**src/rtl/bit_scan_serializer.sv**
```systemverilog
// Tick-stepped serializer: captures a WIDTH-bit word and presents one bit per tick
// on dout, LSB- or MSB-first, with one-shot or auto-reload framing and abort.
module bit_scan_serializer #(
  parameter int unsigned WIDTH      = 16,
  parameter logic        IDLE_LEVEL = 1'b0,
  localparam int unsigned IDXW      = $clog2(WIDTH)
) (
  input  logic             clk,
  input  logic             rst_n,
  input  logic             tick,
  input  logic             start,
  input  logic [WIDTH-1:0] din,
  input  logic             msb_first,
  input  logic             continuous,
  input  logic             stop,
  output logic             dout,
  output logic [IDXW-1:0]  bit_idx,
  output logic             busy,
  output logic             ready,
  output logic             done
);

  typedef enum logic {
    S_IDLE,
    S_SCAN
  } state_e;

  localparam logic [IDXW-1:0] IDX_MAX = IDXW'(WIDTH - 1);

  state_e           state_q, state_d;
  logic [WIDTH-1:0] shadow_q, shadow_d;
  logic             order_q, order_d;
  logic [IDXW-1:0]  idx_q, idx_d;
  logic             done_q, done_d;

  logic [IDXW-1:0]  first_acc, first_cur, last_cur;

  // first_acc uses the live order input (accept); first_cur/last_cur use the latched order
  assign first_acc = msb_first ? IDX_MAX : '0;
  assign first_cur = order_q ? IDX_MAX : '0;
  assign last_cur  = order_q ? '0 : IDX_MAX;

  always_comb begin
    state_d  = state_q;
    shadow_d = shadow_q;
    order_d  = order_q;
    idx_d    = idx_q;
    done_d   = 1'b0;
    unique case (state_q)
      S_IDLE: begin
        if (start && !stop) begin
          state_d  = S_SCAN;
          shadow_d = din;
          order_d  = msb_first;
          idx_d    = first_acc;
        end
      end
      S_SCAN: begin
        if (stop) begin
          state_d = S_IDLE;
          idx_d   = '0;
        end else if (tick) begin
          if (idx_q == last_cur) begin
            done_d = 1'b1;
            if (continuous) begin
              shadow_d = din;
              idx_d    = first_cur;
            end else begin
              state_d = S_IDLE;
              idx_d   = '0;
            end
          end else if (order_q) begin
            idx_d = idx_q - IDXW'(1);
          end else begin
            idx_d = idx_q + IDXW'(1);
          end
        end
      end
      default: begin
        state_d = S_IDLE;
        idx_d   = '0;
      end
    endcase
  end

  always_ff @(posedge clk or negedge rst_n) begin
    if (!rst_n) begin
      state_q  <= S_IDLE;
      shadow_q <= '0;
      order_q  <= 1'b0;
      idx_q    <= '0;
      done_q   <= 1'b0;
    end else begin
      state_q  <= state_d;
      shadow_q <= shadow_d;
      order_q  <= order_d;
      idx_q    <= idx_d;
      done_q   <= done_d;
    end
  end

  assign busy    = (state_q == S_SCAN);
  assign ready   = ~busy;
  assign done    = done_q;
  assign bit_idx = idx_q;
  assign dout    = busy ? shadow_q[idx_q] : IDLE_LEVEL;

endmodule

```
**config.mk**
```make
export PLATFORM = sky130hd
export DESIGN_NAME = bit_scan_serializer
export DESIGN_NICKNAME = d
export VERILOG_FILES = /design/src/rtl/bit_scan_serializer.sv
export SDC_FILE = /design/constraint.sdc
export NUM_CORES = 1
export LEC_CHECK = 0
export BUFFER_PORTS_ARGS = -buffer_cell sky130_fd_sc_hd__buf_2
export CORE_ASPECT_RATIO = 0.75
export CORE_MARGIN = 2
export CORE_UTILIZATION = 30
export CTS_CLUSTER_DIAMETER = 60
export DETAILED_ROUTE_END_ITERATION = 12
export GPL_TIMING_DRIVEN = 0
export PLACE_DENSITY_LB_ADDON = 0.12
export SETUP_SLACK_MARGIN = 0.5
export SLEW_MARGIN = 40
export SYNTH_ARGS = -nofsm -noshare
export SYNTH_HDL_FRONTEND = slang
export SYNTH_SLANG_ARGS = --single-unit
```
**constraint.sdc**
```tcl
create_clock -name clk -period 3 [get_ports clk]
set_input_delay 0.6 -clock clk [delete_from_list [all_inputs] [get_ports clk]]
set_output_delay 0.6 -clock clk [all_outputs]
set_load 0.005 [all_outputs]
```
[Yosys cells after proc, flatten, opt, wreduce, memory -nomap -nowiden]
Cells that the tools add are included.
Cells by class
  reductions and logical operators: 5
  $add $sub $neg: 2
  shift-type cells: 0
  bitwise operators: 1
  mux-type cells: 29
  multipliers: 0
  magnitude comparators: 1
  div/mod/pow operators: 0
  equal/unequal tests: 7
Operators by type and width (number)
  $mux W16: 5
  $mux W4: 9
  $pmux W16 S2: 1
  $mux W1: 11
  $pmux W4 S2: 1
  $ne A2 B2 Y1 const B: 3
  $lt A4 B5 Y1 const B: 1
  $reduce_and A5 Y1: 1
  $add A4 B1 Y4 const B: 1
  $bmux W1 S4: 1
  $eq A4 B4 Y1: 1
  $ne A2 B1 Y1 const B: 2
  $reduce_and A2 Y1: 2
  $sub A4 B1 Y4 const B: 1
  $ne A3 B3 Y1 const B: 1
  $pmux W1 S2: 1
  $logic_and A1 B1 Y1: 1
  $logic_not A1 Y1: 1
  $not A1 Y1: 1
Storage, ports and cells
  register bits after elaboration: 23
  memory bits (read-only): 0
  logic and storage cells: 50
  bits in writable memories: 0
  memories kept: 0
  latch bits: 0

[Depth between registers and ports, before layout]
Gate-level depths: netlist (run 1).
  word-level depth: 6
  depth in mapped cells: 7
  gate-level depth less buffers: 6

[Worst setup path after synthesis (run 1)]
OpenSTA, ideal clock, no wires.
  kind: flip-flop to output port
  start: register idx_q[0] (netlist: bit_idx[0])
  end: output dout
  cell stages (with the launch flop): 5
  required time: 2.400 ns
  path slack: 0.756 ns
  arrival time: 1.644 ns
  buffers on the path: 1
  cell sequence: dfrtp_1 buf_6 mux4_1 mux4_2 and2_1
On the way
  cells in the longest elaborated chain, start to end: 3
Ends and longest elaborated chain
  from (decl): RTL line 33  | logic [IDXW-1:0] idx_q, idx_d;
  from (signal assigned): RTL line 97  | idx_q <= idx_d;
  $bmux W1 S4: RTL line 106  | assign dout = busy ? shadow_q[idx_q] : IDLE_LEVEL;
  $mux W1 (implied by the code): RTL line 106
  $mux W1: RTL line 106
  to (decl): RTL line 16  | output logic dout,
Every way passes these cells. The select of a mux whose other input is x is not followed.

[Final worst setup path (run 1)]
Ends and elaborated chain as after synthesis.

==> implementation parameters, run 1 <==
Parameter                              Value

Synth
  Mapped Cells    100
  Number of enable flip-flop cells after synthesis    0
  Flops & latches, synth    23
  Fraction of registers with async set or reset after synthesis    100%
  Area of the mapped netlist    1340 um^2
  Dominant register cell in the synthesized netlist    sky130_fd_sc_hd__dfrtp_1
  Cell variety after synth    35
  Net count after synthesis    ~130
  Per-instance average area after synthesis    13.4 um^2
  Portion of the post-synthesis area used by sequential elements    42.9%
  Yosys warning total    0

Final layout
  Post-route cell area    1640 um^2
  Final #Nets    167
  Fraction of layout instances using a drive strength above 1    50.0%
  Most frequent cells in the layout    sky130_fd_sc_hd__buf_2 (30), sky130_fd_sc_hd__dfrtp_1 (23), sky130_fd_sc_hd__mux2_4 (10)
  P&R area growth vs syn    22.1%
  Layout filler cell count    449
  Diode count    0
  Most common cell after layout, fill and taps aside    sky130_fd_sc_hd__buf_2

Pwr
  Leakage power total    0.729 nW
  Worst ir drop on vdd    0.000273 V
  Power density over cell area    slightly above 600 nW/um^2

Routing
  First-pass detailed-route iteration total    6
  Remaining antenna violation count    0
  Number of DRC markers in iteration 0    33
  DRC violations left    0
  Overall via count from detail_route    917
  Vias per cell    4.65
  Wirelength per Cell    13.7 um
  Routed wire length    2.70 mm

Setup path
  Setup slack on the worst flop-to-flop path    0.67 ns
  Kind of end point of the critical path    output port
  First element of the critical path    bit_idx[0]
  Crit path capture    dout
  R2R Path End    shadow_q[0]
  Number of cells on the worst reg-to-reg path    8
  Worst flop-to-flop path startpoint    bit_idx[0]
  Peak fanout along the critical path    5
  Critical path type    flip-flop to output port
  Arrival time of data at the critical path endpoint    2.03 ns
  Worst Setup Start Kind    flip-flop
  Required time worst endpoint    2.40 ns

Timing
  Achievable frequency    380 MHz
  Min Tclk post-route    2.63 ns
  Final cycle utilization of the critical path    87.7%
  Maximum clock skew at final layout    0.00233 ns
  Final Slew Violations    0
  Transition time at the pin with the least slew margin    just over 0.5 ns
  Final total negative setup slack    0 ns
  Setup repair after global routing missed its margin    yes
  Final count of negative-setup-slack endpoints    0
  Count of final hold-check violations    0
  Normalized max-slew margin    65.8%

Clock tree
  Source-to-sink clock delay at the later pin of the worst-skew pair    0.26 ns
  Register clock-pin slew on the reported worst setup and hold paths    0.08 ns
  H-tree levels    1
  Longest Clk Path Bufs    2
  TritonCTS clock tree    done
  CTS Root Cell    sky130_fd_sc_hd__clkbuf_8
  Number of hold buffers added after cts    0
  Number of clock buffers inserted by TritonCTS    3
  Total clock sinks    23

Outcome
  Run status    completed

Flow run
  MaxCap Viol Count    0

GRT
  Initial antenna violation count    0
  Largest net degree at the start of global routing    24
  Via count of the first global-routing pass    between 800 and 900
  Wire length of the first global-routing pass    4.41 mm
  Overflow after GRT    0
  Overall fraction of global-route tracks in use    about 12%

Placed design
  Area after detailed placement    1560 um^2
  Routability congestion estimate    0.763
  HPWL after detailed placement    2.04 mm
  Number of buffers inserted by port buffering    30

Die
  DIE WIDTH    81.2 um
  Die Y-Extent    61.9 um
  Num rows    21
  Die Area    a little over 5000 um^2
  Area inside the core boundary    4390 um^2
  Starting utilization of the core area    30.6%
  Io pins    31

Min path
  Min-delay worst type    input port to async pin
timing repair:
action | in CTS | in global routing
setup endpoints to repair | 1 | 11
pin swaps | 1 | 1
gates resized for setup | 4 | 0
gates cloned | 0 | 0
buffers inserted | 2 | 4
per-layer routing:
metal	GRT usage, %	share of wire (%)	vias up
li1	-	-	449
met2	17.1	42	23
met3	3.76	6.5	2
met1	17.8	51	443
met5	0	0	-
met4	2.91	0.55	0
power by group:
group,switching (mW),internal (mW),total (mW)
clock network,0.0951,0.0947,0.190
registers,0.0606,0.373,0.434
logic,0.153,0.230,0.383
total,0.308,0.698,1.01
logic make-up (layout without fill, tap and decap cells):
family	Yosys count	after routing	share of synthesized area (%)
AO/OA/AOI/OAI	17	17	9.79
adder cells (fa/ha/maj)	3	3	3.36
XOR/XNOR	1	1	0.653
AND/OR/NAND/NOR	24	24	10.5
multiplexers	25	25	29.0
buffers and inverters	7	47	3.73
flip-flops	23	23	42.9
through the flow:
step	power, mW	utilization [%]	hold slack [ns]	cells	worst slack (ns)
2_1_floorplan	0.700	-	0.304	100	0.756
3_3_place_gp	0.801	35.6	0.483	187	0.545
3_5_place_dp	0.805	35.6	0.492	187	0.528
4_1_cts	1.02	36.6	0.325	193	0.344
5_1_grt	1.08	37.3	0.343	197	0.290
6_report	1.01	37.3	0.303	197	0.369
cells in the mapped netlist, drive strengths merged (2+ instances only):
cell type	number	area share, %
o21a	2	1.1
ha	2	1.9
nor2	3	0.84
mux2	19	19
o211ai	2	1.1
buf	2	2.3
nand2	8	2.2
inv	4	1.1
a21oi	5	3.5
dfrtp	23	43
mux4	5	9.5
nor3	4	1.5
o21ai	4	1.5
critical path: stages, from the launching register on:
cell and delay, ns:
sky130_fd_sc_hd__dfrtp_1 0.37, sky130_fd_sc_hd__buf_6 0.14, sky130_fd_sc_hd__mux4_2 0.51, sky130_fd_sc_hd__mux4_2 0.49
sky130_fd_sc_hd__and2_1 0.14, sky130_fd_sc_hd__buf_2 0.12
state kept, by name (all words and copies together), names as in the netlist:
signal,cells
bit_idx,4
order_q,1
shadow_q,16
busy,1
done,1
cell type report:
| type | instances | area [um^2] | area share (%) |
|---|---|---|---|
| clock buffer | 4 | 45.0 | 2.75 |
| inverter | 4 | 15.0 | 0.917 |
| timing repair buffer | 36 | 195 | 11.9 |
| buffer | 3 | 35.0 | 2.14 |
| multi-input combinational | 70 | 701 | 42.8 |
| tap | 57 | 71.3 | 4.35 |
| sequential | 23 | 576 | 35.1 |
worst min-delay path by stage:
stage | startpoint | to | slack (ns) | cells past startpoint
after CTS | rst_n | shadow_q[4] | 0.32 | 1
after global placement | shadow_q[15] | shadow_q[15] | 0.48 | 1
after floorplan | rst_n | bit_idx[0] | 0.30 | 0
after global routing | rst_n | shadow_q[5] | 0.34 | 1
final | rst_n | shadow_q[5] | 0.30 | 1
after detailed placement | shadow_q[1] | shadow_q[1] | 0.49 | 1
Note: power is estimated with default switching activity, not from simulation.
==> run 2: changes to the inputs <==
clock period = 2.7 ns   (was 3 ns; I/O delays follow)
==> implementation parameters, run 2 (synthesis results as in run 1) <==
Parameter                              Value

Pwr
  Worst ir drop on vdd    0.000306 V (+12%)
  Power density over cell area    680 nW/um^2 (+11%)
  Leakage power total    0.825 nW (+13%)

Clock tree
  Source-to-sink clock delay at the later pin of the worst-skew pair    0.26 ns (about the same)
  Total clock sinks    23 (unchanged)
  TritonCTS clock tree    done
  Register clock-pin slew on the reported worst setup and hold paths    0.08 ns (about the same)
  H-tree levels    1 (unchanged)
  Longest Clk Path Bufs    2 (unchanged)
  Number of clock buffers inserted by TritonCTS    3 (unchanged)
  Number of hold buffers added after cts    0 (unchanged)
  CTS Root Cell    sky130_fd_sc_hd__clkbuf_8

Timing
  Min Tclk post-route    2.58 ns
  Final count of negative-setup-slack endpoints    0 (unchanged)
  Normalized max-slew margin    64.6% (-1.3 points)
  Count of final hold-check violations    0 (unchanged)
  Final Slew Violations    0 (unchanged)
  Final cycle utilization of the critical path    a little over nine tenths
  Maximum clock skew at final layout    0.00314 ns (+0.000810 ns)
  Transition time at the pin with the least slew margin    0.531 ns (+0.0188 ns)
  Setup repair after global routing missed its margin    yes
  Achievable frequency    388 MHz
  Final total negative setup slack    0 ns (unchanged)

GRT
  Wire length of the first global-routing pass    4.81 mm (+9.1%)
  Initial antenna violation count    0 (unchanged)
  Via count of the first global-routing pass    950 (+9.2%)
  Overall fraction of global-route tracks in use    13.0% (+0.95 points)
  Largest net degree at the start of global routing    24 (unchanged)
  Overflow after GRT    0 (unchanged)

Routing
  Number of DRC markers in iteration 0    34 (+3.0%)
  Vias per cell    4.67 (+0.22%)
  Remaining antenna violation count    0 (unchanged)
  First-pass detailed-route iteration total    4 (-2)
  Overall via count from detail_route    961 (+4.8%)
  Routed wire length    2.98 mm (+10%)
  DRC violations left    0 (unchanged)
  Wirelength per Cell    14.5 um (+5.5%)

Placed design
  HPWL after detailed placement    2.04 mm (unchanged)
  Routability congestion estimate    0.763 (unchanged)
  Area after detailed placement    1560 um^2 (unchanged)
  Number of buffers inserted by port buffering    30 (unchanged)

Setup path
  Critical path buffer and inverter count    2 (unchanged)
  Critical path type    flip-flop to output port
  Slowest cell on the critical path    sky130_fd_sc_hd__mux4_2
  Largest stage delay on the critical path    0.52 ns (about the same)
  Worst Setup Start Kind    flip-flop
  Dominant delay contributor by cell family on the critical path    multiplexers
  CP most frequent cell    sky130_fd_sc_hd__mux4_2
  Kind of end point of the critical path    output port
  Required time worst endpoint    2.16 ns (-0.24 ns)
  Peak fanout along the critical path    5 (unchanged)
  List of cells traversed by the critical path    buf_6 -> mux4_2 -> mux4_2 -> and2_1 -> buf_2
  Arrival time of data at the critical path endpoint    2.04 ns (about the same)

Final layout
  Fraction of layout instances using a drive strength above 1    54.4% (+4.4 points)
  Most frequent cells in the layout    sky130_fd_sc_hd__buf_2 (30), sky130_fd_sc_hd__dfrtp_1 (23), sky130_fd_sc_hd__mux2_4 (19)
  Diode count    0 (unchanged)
  Register with the most flip-flops    shadow_q
  Final #Nets    176 (+5.4%)
  Post-route cell area    1820 um^2 (+11%)
  P&R area growth vs syn    35.4%
  Number of flip-flops under the largest register name    16 (unchanged)
  Utilization of the core after routing    41.4% (+4.0 points)
  Most common cell after layout, fill and taps aside    sky130_fd_sc_hd__buf_2

Min path
  Min-delay worst type    input port to async pin

Die
  Io pins    31 (unchanged)
  Die Y-Extent    61.9 um (unchanged)
  DIE WIDTH    81.2 um (unchanged)
  Num rows    21 (unchanged)
  Die Area    5030 um^2 (unchanged)
  Area inside the core boundary    4390 um^2 (unchanged)
  Starting utilization of the core area    30.6% (unchanged)

Outcome
  Run status    completed

Flow run
  MaxCap Viol Count    0 (unchanged)
[run 2: cell types whose count changed in the layout (fill, tap and decap cells not counted), sizes merged]
cell / change
buf: +9
[run 2: what timing repair did]
action	in CTS	in global routing
endpoints found under the setup margin	17	20
resized for setup	14	10
cloned	1	0
setup buffers	12	2
pin swaps	5	6
[run 2: per-layer routing]
| metal | part of all wire [%] | wire (um) | track usage [%] | vias up |
|---|---|---|---|---|
| met5 | 0 | 0 | 0 | - |
| li1 | - | - | - | 465 |
| met1 | 51 | 1520 | 19.4 | 473 |
| met4 | 0.47 | 14 | 2.91 | 0 |
| met2 | 43 | 1280 | 18.9 | 21 |
| met3 | 5.6 | 166 | 3.32 | 2 |
[run 2: final timing paths]
| path | start | endpoint | slack [ns] | cells after the start |
|---|---|---|---|---|
| max in group asynchronous | rst_n | busy | 2.10 | 1 |
| min reg2reg | shadow_q[14] | shadow_q[14] | 0.52 | 1 |
| max | bit_idx[0] | dout | 0.12 | 5 |
| min in group clk | din[8] | shadow_q[8] | 0.50 | 2 |
| max reg2reg | bit_idx[0] | shadow_q[0] | 0.34 | 10 |
| min | rst_n | shadow_q[3] | 0.25 | 1 |
[run 2: metrics by stage]
stage | setup WS [ns] | hold WS (ns) | total power, mW | instances
2_1_floorplan | 0.516 | 0.244 | 0.778 | 100
3_3_place_gp | 0.305 | 0.483 | 0.890 | 187
3_5_place_dp | 0.288 | 0.492 | 0.895 | 187
4_1_cts | 0.106 | 0.265 | 1.19 | 204
5_1_grt | 0.0450 | 0.283 | 1.32 | 206
6_report | 0.124 | 0.249 | 1.23 | 206
[run 2: power breakdown]
part           internal [mW]  switching, mW
Clock                  0.105          0.107
Sequential             0.415         0.0696
Combinational          0.336          0.202
Total                  0.856          0.378
[run 2: cell type report]
cell class | instances | area [um^2]
fillers | 427 | 2570
multi-input cells | 70 | 752
flip-flops and latches | 23 | 576
repair buffers | 45 | 322
well taps | 57 | 71.3
clock buffers | 4 | 45.0
plain buffers | 3 | 35.0
inverters | 4 | 15.0
